`config.mk`:
```
export PLATFORM = sky130hd
export DESIGN_NAME = rsp_s2_prep_pg_twid_loader
export DESIGN_NICKNAME = d
export VERILOG_FILES = /design/src/rtl/rsp_s2_prep_pkg.sv /design/src/rtl/rsp_s2_prep_twid_chk.sv /design/src/rtl/rsp_s2_prep_pg_twid_loader.sv
export SDC_FILE = /design/constraint.sdc
export NUM_CORES = 1
export LEC_CHECK = 0
export CAP_MARGIN = 30
export CORE_UTILIZATION = 34
export CTS_CLUSTER_DIAMETER = 200
export DETAILED_ROUTE_END_ITERATION = 12
export PLACE_DENSITY = 0.74
export SLEW_MARGIN = 25
export SYNTH_ARGS = -nofsm -noshare
export SYNTH_HDL_FRONTEND = slang
export SYNTH_HIERARCHICAL = 1
export SYNTH_SLANG_ARGS = --single-unit
```
`constraint.sdc`:
```
create_clock -name clk -period 1.95 [get_ports clk]
set_clock_uncertainty 0.05 [all_clocks]
set_input_delay 0.4875 -clock clk [delete_from_list [all_inputs] [get_ports clk]]
set_output_delay 0.4875 -clock clk [all_outputs]
set_load 0.01 [all_outputs]
```
`src/rtl/rsp_s2_prep_pkg.sv`:
```
// rsp_s2_prep_pkg
//   Shared types and constants for the S2 preparation blocks. Holds the
//   twiddle loader FSM state type, table/word sizing and the {re,im}
//   field positions inside a RAM0 table word.
package rsp_s2_prep_pkg;

  localparam int RAM0_ADDR_WIDTH = 11;
  localparam int RAM_DATA_WIDTH  = 64;
  localparam int TWIDDLE_NUM     = 136;
  localparam int RAM_DELAY       = 2;

  // Wide enough to hold a full word count (0..TWIDDLE_NUM), not just an address
  localparam int TWID_CNT_WIDTH  = $clog2(TWIDDLE_NUM + 1);

  // Table word layout: {re[63:32], im[31:0]}
  localparam int RE_MSB = 63;
  localparam int RE_LSB = 32;
  localparam int IM_MSB = 31;
  localparam int IM_LSB = 0;

  typedef enum logic [2:0] {
    ST_IDLE  = 3'd0,
    ST_LOAD  = 3'd1,
    ST_DRAIN = 3'd2,
    ST_FIN   = 3'd3,
    ST_CHECK = 3'd4,
    ST_DONE  = 3'd5
  } twid_ld_state_t;

endpackage

```
`src/rtl/rsp_s2_prep_twid_chk.sv`:
```
// rsp_s2_prep_twid_chk
//   Readback checksum helper for the twiddle loader. Folds every word
//   written to RAM0 into one XOR accumulator and every word read back
//   (RAM_DELAY cycles after its read was presented) into another.
// Ports
//   clk, rst_n   core clock, async active-low reset
//   clear        zero both accumulators and the read pipe
//   wr_fold      a RAM0 write is on the bus this cycle; wr_data is its word
//   rd_issue     a RAM0 read is on the bus this cycle
//   rd_data      RAM0 read data
//   rd_pending   a read is on the bus or still in flight
//   mismatch     write and readback accumulators differ
module rsp_s2_prep_twid_chk
  import rsp_s2_prep_pkg::*;
(
  input  logic                      clk,
  input  logic                      rst_n,
  input  logic                      clear,
  input  logic                      wr_fold,
  input  logic [RAM_DATA_WIDTH-1:0] wr_data,
  input  logic                      rd_issue,
  input  logic [RAM_DATA_WIDTH-1:0] rd_data,
  output logic                      rd_pending,
  output logic                      mismatch
);

  logic [RAM_DELAY-1:0]      rd_pipe;
  logic [RAM_DATA_WIDTH-1:0] wr_acc;
  logic [RAM_DATA_WIDTH-1:0] rd_acc;

  // The top bit of rd_pipe marks the cycle in which the read data for a
  // read presented RAM_DELAY cycles earlier is valid on rd_data.
  always_ff @(posedge clk or negedge rst_n) begin
    if (!rst_n) begin
      rd_pipe <= '0;
      wr_acc  <= '0;
      rd_acc  <= '0;
    end else if (clear) begin
      rd_pipe <= '0;
      wr_acc  <= '0;
      rd_acc  <= '0;
    end else begin
      rd_pipe <= RAM_DELAY'({rd_pipe, rd_issue});
      if (wr_fold)
        wr_acc <= wr_acc ^ wr_data;
      if (rd_pipe[RAM_DELAY-1])
        rd_acc <= rd_acc ^ rd_data;
    end
  end

  assign rd_pending = rd_issue | (|rd_pipe);
  assign mismatch   = (rd_acc != wr_acc);

endmodule

```
`src/rtl/rsp_s2_prep_pg_twid_loader.sv`:
```
// rsp_s2_prep_pg_twid_loader
//   Writer side of the phase-generation twiddle RAM0 port. Takes the octant
//   twiddle table as a valid/ready stream and writes it into RAM0 at
//   addresses 0..TWIDDLE_NUM-1, one registered write per accepted beat.
//   Flags a table whose tlast is not on entry TWIDDLE_NUM-1 and reports done.
// Optional feature macro: TWID_LOAD_CHECK_EN
//   When defined, the written table is read back after the load and an
//   XOR checksum of the readback is compared against the written words.
// Ports
//   clk, rst_n                 core clock, async active-low reset
//   i_load_start               pulse: begin a table load (ignored while busy)
//   s_tdata/s_tvalid/s_tlast   table word stream in; s_tready out
//   o_ram0_addra/ena/wena/dina RAM0 port A drive (wena=1 write)
//   i_ram0_douta               RAM0 read data (readback check only)
//   o_busy                     load in progress
//   o_done                     table complete, held until next start
//   o_err_len                  tlast misplaced, held until next start
//   o_chk_fail                 readback mismatch (0 when check compiled out)
module rsp_s2_prep_pg_twid_loader
  import rsp_s2_prep_pkg::*;
(
  input  logic                       clk,
  input  logic                       rst_n,
  input  logic                       i_load_start,
  input  logic [RAM_DATA_WIDTH-1:0]  s_tdata,
  input  logic                       s_tvalid,
  input  logic                       s_tlast,
  output logic                       s_tready,
  output logic [RAM0_ADDR_WIDTH-1:0] o_ram0_addra,
  output logic                       o_ram0_ena,
  output logic                       o_ram0_wena,
  output logic [RAM_DATA_WIDTH-1:0]  o_ram0_dina,
  input  logic [RAM_DATA_WIDTH-1:0]  i_ram0_douta,
  output logic                       o_busy,
  output logic                       o_done,
  output logic                       o_err_len,
  output logic                       o_chk_fail
);

  localparam logic [TWID_CNT_WIDTH-1:0] CNT_LAST = TWID_CNT_WIDTH'(TWIDDLE_NUM - 1);

  twid_ld_state_t state_q, state_d;

  logic [TWID_CNT_WIDTH-1:0]  cnt_q, cnt_d;
  logic [RAM0_ADDR_WIDTH-1:0] addr_q, addr_d;
  logic                       ena_q, ena_d;
  logic                       wena_q, wena_d;
  logic [RAM_DATA_WIDTH-1:0]  dina_q, dina_d;
  logic                       err_len_q, err_len_d;
  logic                       ready;

`ifdef TWID_LOAD_CHECK_EN
  logic [TWID_CNT_WIDTH-1:0]  wcnt_q, wcnt_d;
  logic                       chk_fail_q, chk_fail_d;
  logic                       chk_clear;
  logic                       rd_pending;
  logic                       chk_mismatch;
`endif

  assign ready = (state_q == ST_LOAD) || (state_q == ST_DRAIN);

  // Next-state and next RAM-port values. RAM0 drive is registered, so every
  // accepted beat appears on the RAM port exactly one cycle later. cnt is the
  // write address and saturates at the last table entry; in the check build
  // it is reused as the readback address.
  always_comb begin
    state_d   = state_q;
    cnt_d     = cnt_q;
    addr_d    = addr_q;
    ena_d     = 1'b0;
    wena_d    = 1'b0;
    dina_d    = dina_q;
    err_len_d = err_len_q;
`ifdef TWID_LOAD_CHECK_EN
    wcnt_d     = wcnt_q;
    chk_fail_d = chk_fail_q;
    chk_clear  = 1'b0;
`endif
    unique case (state_q)
      ST_IDLE, ST_DONE: begin
        if (i_load_start) begin
          state_d   = ST_LOAD;
          cnt_d     = '0;
          err_len_d = 1'b0;
`ifdef TWID_LOAD_CHECK_EN
          wcnt_d     = '0;
          chk_fail_d = 1'b0;
          chk_clear  = 1'b1;
`endif
        end
      end
      ST_LOAD: begin
        if (s_tvalid) begin
          ena_d  = 1'b1;
          wena_d = 1'b1;
          addr_d = RAM0_ADDR_WIDTH'(cnt_q);
          dina_d = {s_tdata[RE_MSB:RE_LSB], s_tdata[IM_MSB:IM_LSB]};
`ifdef TWID_LOAD_CHECK_EN
          wcnt_d = wcnt_q + 1'b1;
`endif
          if (cnt_q != CNT_LAST)
            cnt_d = cnt_q + 1'b1;
          if (s_tlast) begin
            state_d = ST_FIN;
            if (cnt_q != CNT_LAST)
              err_len_d = 1'b1;
          end else if (cnt_q == CNT_LAST) begin
            // Table overran: keep accepting but drop beats until tlast
            state_d   = ST_DRAIN;
            err_len_d = 1'b1;
          end
        end
      end
      ST_DRAIN: begin
        if (s_tvalid && s_tlast)
          state_d = ST_FIN;
      end
      ST_FIN: begin
`ifdef TWID_LOAD_CHECK_EN
        state_d = ST_CHECK;
        cnt_d   = '0;
`else
        state_d = ST_DONE;
`endif
      end
      ST_CHECK: begin
`ifdef TWID_LOAD_CHECK_EN
        // Issue one read per cycle over the written range, then wait for
        // the last read data to be folded before comparing.
        if (cnt_q < wcnt_q) begin
          ena_d  = 1'b1;
          addr_d = RAM0_ADDR_WIDTH'(cnt_q);
          cnt_d  = cnt_q + 1'b1;
        end else if (!rd_pending) begin
          chk_fail_d = chk_mismatch;
          state_d    = ST_DONE;
        end
`else
        state_d = ST_IDLE;
`endif
      end
      default: state_d = ST_IDLE;
    endcase
  end

  // FSM state register
  always_ff @(posedge clk or negedge rst_n) begin
    if (!rst_n)
      state_q <= ST_IDLE;
    else
      state_q <= state_d;
  end

  // Counter, RAM port and status registers
  always_ff @(posedge clk or negedge rst_n) begin
    if (!rst_n) begin
      cnt_q     <= '0;
      addr_q    <= '0;
      ena_q     <= 1'b0;
      wena_q    <= 1'b0;
      dina_q    <= '0;
      err_len_q <= 1'b0;
    end else begin
      cnt_q     <= cnt_d;
      addr_q    <= addr_d;
      ena_q     <= ena_d;
      wena_q    <= wena_d;
      dina_q    <= dina_d;
      err_len_q <= err_len_d;
    end
  end

`ifdef TWID_LOAD_CHECK_EN
  // Written-word count and check result
  always_ff @(posedge clk or negedge rst_n) begin
    if (!rst_n) begin
      wcnt_q     <= '0;
      chk_fail_q <= 1'b0;
    end else begin
      wcnt_q     <= wcnt_d;
      chk_fail_q <= chk_fail_d;
    end
  end

  rsp_s2_prep_twid_chk u_chk (
    .clk        (clk),
    .rst_n      (rst_n),
    .clear      (chk_clear),
    .wr_fold    (ena_q & wena_q),
    .wr_data    (dina_q),
    .rd_issue   (ena_q & ~wena_q),
    .rd_data    (i_ram0_douta),
    .rd_pending (rd_pending),
    .mismatch   (chk_mismatch)
  );

  assign o_chk_fail = chk_fail_q;
`else
  logic unused_douta;
  assign unused_douta = ^i_ram0_douta;
  assign o_chk_fail   = 1'b0;
`endif

  assign s_tready     = ready;
  assign o_ram0_addra = addr_q;
  assign o_ram0_ena   = ena_q;
  assign o_ram0_wena  = wena_q;
  assign o_ram0_dina  = dina_q;
  assign o_err_len    = err_len_q;
  assign o_done       = (state_q == ST_DONE);
  assign o_busy       = (state_q == ST_LOAD) || (state_q == ST_DRAIN) ||
                        (state_q == ST_FIN)  || (state_q == ST_CHECK);

endmodule

```
==> impl_metrics.toml <==
[outcome]
outcome = "completed"

[critical_path]
crit_path_max_incr_delay_ps = 450
crit_required_ps = 1410
crit_path_end_kind = "output pin"
worstReg2RegStart = "state_q[0]$_DFFE_PN0P_"
critPathTopFamily = "flip-flops"
rr_worst_depth = 8
path_max_fanout = 6
cp_cell_sequence = "nor2_1, xnor2_1, dlygate4sd2_1"
worstReg2RegEnd = "cnt_q[2]$_DFFE_PN0P_"
crit_path_top_delay_cell = "dfrtp_2"
crit_buf_inv = 1
crit_arrival_ps = 1330
start_kind = "flip-flop"
path_class = "flip-flop to output pin"
rrSetupSlack_ps = 170

[yosys]
synth_area_mm2 = 0.00354
async_flop_share_pct = 100
synth_top_area_share_pct = 60.1
synth_area_leader_cell = "dfrtp_1"
ys_types = 37
ys.flop_type = "dfrtp_1"
ys_ff_latch = 85
synth-edff-count = 0
synth_cells = 396
syn_area_per_cell_um2 = 8.93
yosys-top-cells-area = "dfrtp_1 60%, nand2_1 23%, buf_4 2.5%"
ys_seq_area_share_pct = 60.1
synth.yosys.warnings = 6

[min_path]
hold_class = "flip-flop to flip-flop"
whs_path_depth = 2
hp-start = "o_ram0_dina[20]$_DFFE_PN0P_"
min_to = "o_ram0_dina[20]$_DFFE_PN0P_"

[floorplanning]
row_count = 36
placeableCoreArea_mm2 = 0.00991
initial_core_util_pct = 35.7
die_h_um = 104
io_pins = 215
die-area_mm2 = 0.0108
die_w_um = 104

[timing]
finalSetupTns_ps = 0
timing.fmax_mhz = 535
finalCritPeriodShare_pct = 95.9
setup_slack_ps = 80.3
rsz0062_at_grt = "no"
fin_crit_ps = 1870
hold_viol = 0
setup_viol_count_final = 0
holdWs_ps = 428
final_max_slew_viol_count = 0

[route]
routedWlPerCell_um = 12.8
drc = 0
drt_first_iter_violations = 98
vias = 3120
ant_nets = 0
drt-total-wl_um = 8740
first_pass_iters = 5
drt-vias-per-instance = 4.57

[global_routing]
track_usage_pct = 17.0
grt_pass1_vias = 3230
antenna_found_initial = 0
overflow = 0
grt_max_degree = 77
grt_pass1_wl_um = 15100

[pwr]
power.leakage_nw = 2.59
ir_worst_vdd_mv = 0.673
power_density_mw_per_mm2 = 1530

[cts]
path_clk_slew_ps = 90
htree_num_levels = 3
cts.sinks = 85
clockBufferDepth = 2
cts_made_buffers = 9
clock-root-buffer = "clkbuf_8"
clkLatencyLatePin_ps = 340
cts_tree = "done"

[finish]
final_nets = 680
syn_to_final_growth_pct = 51.2
regArea_mm2 = 0.00213
antenna_cells = 0
drive_above_1_share_pct = 6.55
fill_cells = 897
post-route-util_pct = 54.0
multi_input_comb_area_mm2 = 0.00125
final_cells = 683

[job]
cap_viol_max_count = 0

[placed_design]
dp_hpwl_um = 6100
dpl_worst_slack_ps = 18.2
dpl.cell_count = 663
portBuffers = 146
gp_congestion = 0.792
-- synthesized netlist by cell type, types with 3 or more instances --
cell type	instances
dfrtp_1	85
nor2b_1	3
nor3_1	4
a21oi_1	8
buf_4	12
o21ai_0	11
inv_1	3
nand3_1	3
nor2_1	6
clkbuf_1	3
nand2_1	219
buf_2	8
-- report_power, final --
group / leakage (nW) / internal, mW / switching [mW] / total [mW]
sequential: 1.05 / 2.56 / 0.496 / 3.06
combinational: 1.46 / 2.07 / 1.85 / 3.92
clock: 0.0854 / 0.585 / 0.611 / 1.20
total: 2.59 / 5.21 / 2.96 / 8.17
-- tightest hold or removal path: cells and delay by family (launching register included) --
family / cells / cell delay, ps
flops: 1 / 340
simple gates: 2 / 110
-- metrics by stage --
step           total power, mW  area, um^2
2_1_floorplan             4.90        3550
3_3_place_gp              6.89        5130
3_5_place_dp              7.02        5130
4_1_cts                   8.24        5330
5_1_grt                   8.79        5350
6_report                  8.17        5350
-- cells by family (layout without fill, tap and decap cells) --
| group | after synthesis | after routing | synth area share (%) |
|---|---|---|---|
| xor+xnor | 2 | 2 | 0.495 |
| buf+inv | 29 | 180 | 4.88 |
| mux | 2 | 2 | 0.566 |
| simple gates | 250 | 250 | 28.8 |
| flops | 85 | 85 | 60.1 |
| fa+ha+maj | 1 | 1 | 0.354 |
| compound gates | 26 | 26 | 4.63 |
| other cells | 1 | 4 | 0.106 |
-- flip-flops by register name (all words and copies together), names as in the netlist --
signal        count
o_ram0_wena       1
cnt_q             8
o_ram0_dina      64
state_q           3
o_err_len         1
o_ram0_addra      8
-- placed cells by master, fill, tap and decap left out, drive strengths merged --
cell type / n
o32ai: 1
a31oi: 1
nand2: 220
clkbuf: 11
dlygate4sd2: 2
o21ai: 11
nor2b: 3
nor2: 6
inv: 4
o31ai: 1
dfrtp: 85
o21a: 1
clkinvlp: 2
and4: 1
or3b: 1
ha: 1
mux2i: 2
nand4: 2
nor3: 4
nand3: 3
and4b: 1
nand2b: 1
and2: 1
and3b: 1
xnor2: 2
and3: 2
buf: 16
nand3b: 1
a21oi: 8
a21o: 2
o22a: 1
clkdlybuf4s50: 142
nor3b: 3
conb: 4
clkinv: 1
bufinv: 1
dlygate4sd3: 1
-- area by class of cell --
| cell class | count | area share [%] |
|---|---|---|
| clock buffer | 11 | 2.46 |
| clock inverter | 4 | 0.936 |
| inverter | 4 | 0.281 |
| multi-input combinational | 285 | 23.3 |
| sequential | 85 | 39.8 |
| tap | 133 | 3.11 |
| timing repair buffer | 161 | 30.1 |
-- per-layer routing --
layer | GRT usage (%) | vias up | share of wire, %
met1 | 20.8 | 1463 | 43
met4 | 6.84 | 0 | 1.8
li1 | - | 1524 | -
met2 | 28.7 | 117 | 48
met5 | 0 | - | 0
met3 | 4.26 | 16 | 6.3
-- worst max path at each step --
stage	from	end	slack (ps)	cells past startpoint
after detailed placement	s_tvalid	o_ram0_dina[21]$_DFFE_PN0P_	20	6
after CTS	state_q[1]$_DFFE_PN0P_	o_ram0_dina[21]$_DFFE_PN0P_	4	8
after floorplan	cnt_q[0]$_DFFE_PN0P_	o_err_len$_DFFE_PN0P_	410	6
final	state_q[0]$_DFFE_PN0P_	o_busy	80	3
after global placement	s_tvalid	o_ram0_dina[17]$_DFFE_PN0P_	50	6
after global routing	state_q[0]$_DFFE_PN0P_	o_busy	20	3
-- repair_timing --
item | in CTS | in global routing
endpoints found under the hold margin | 22 | 0
gates resized for setup | 7 | 2
gates cloned | 0 | 0
pin swaps | 0 | 1
hold buffers | 1 | 0
setup buffers | 1 | 3
endpoints found under the setup margin | 3 | 43
Power figures use the tool's default switching activity.
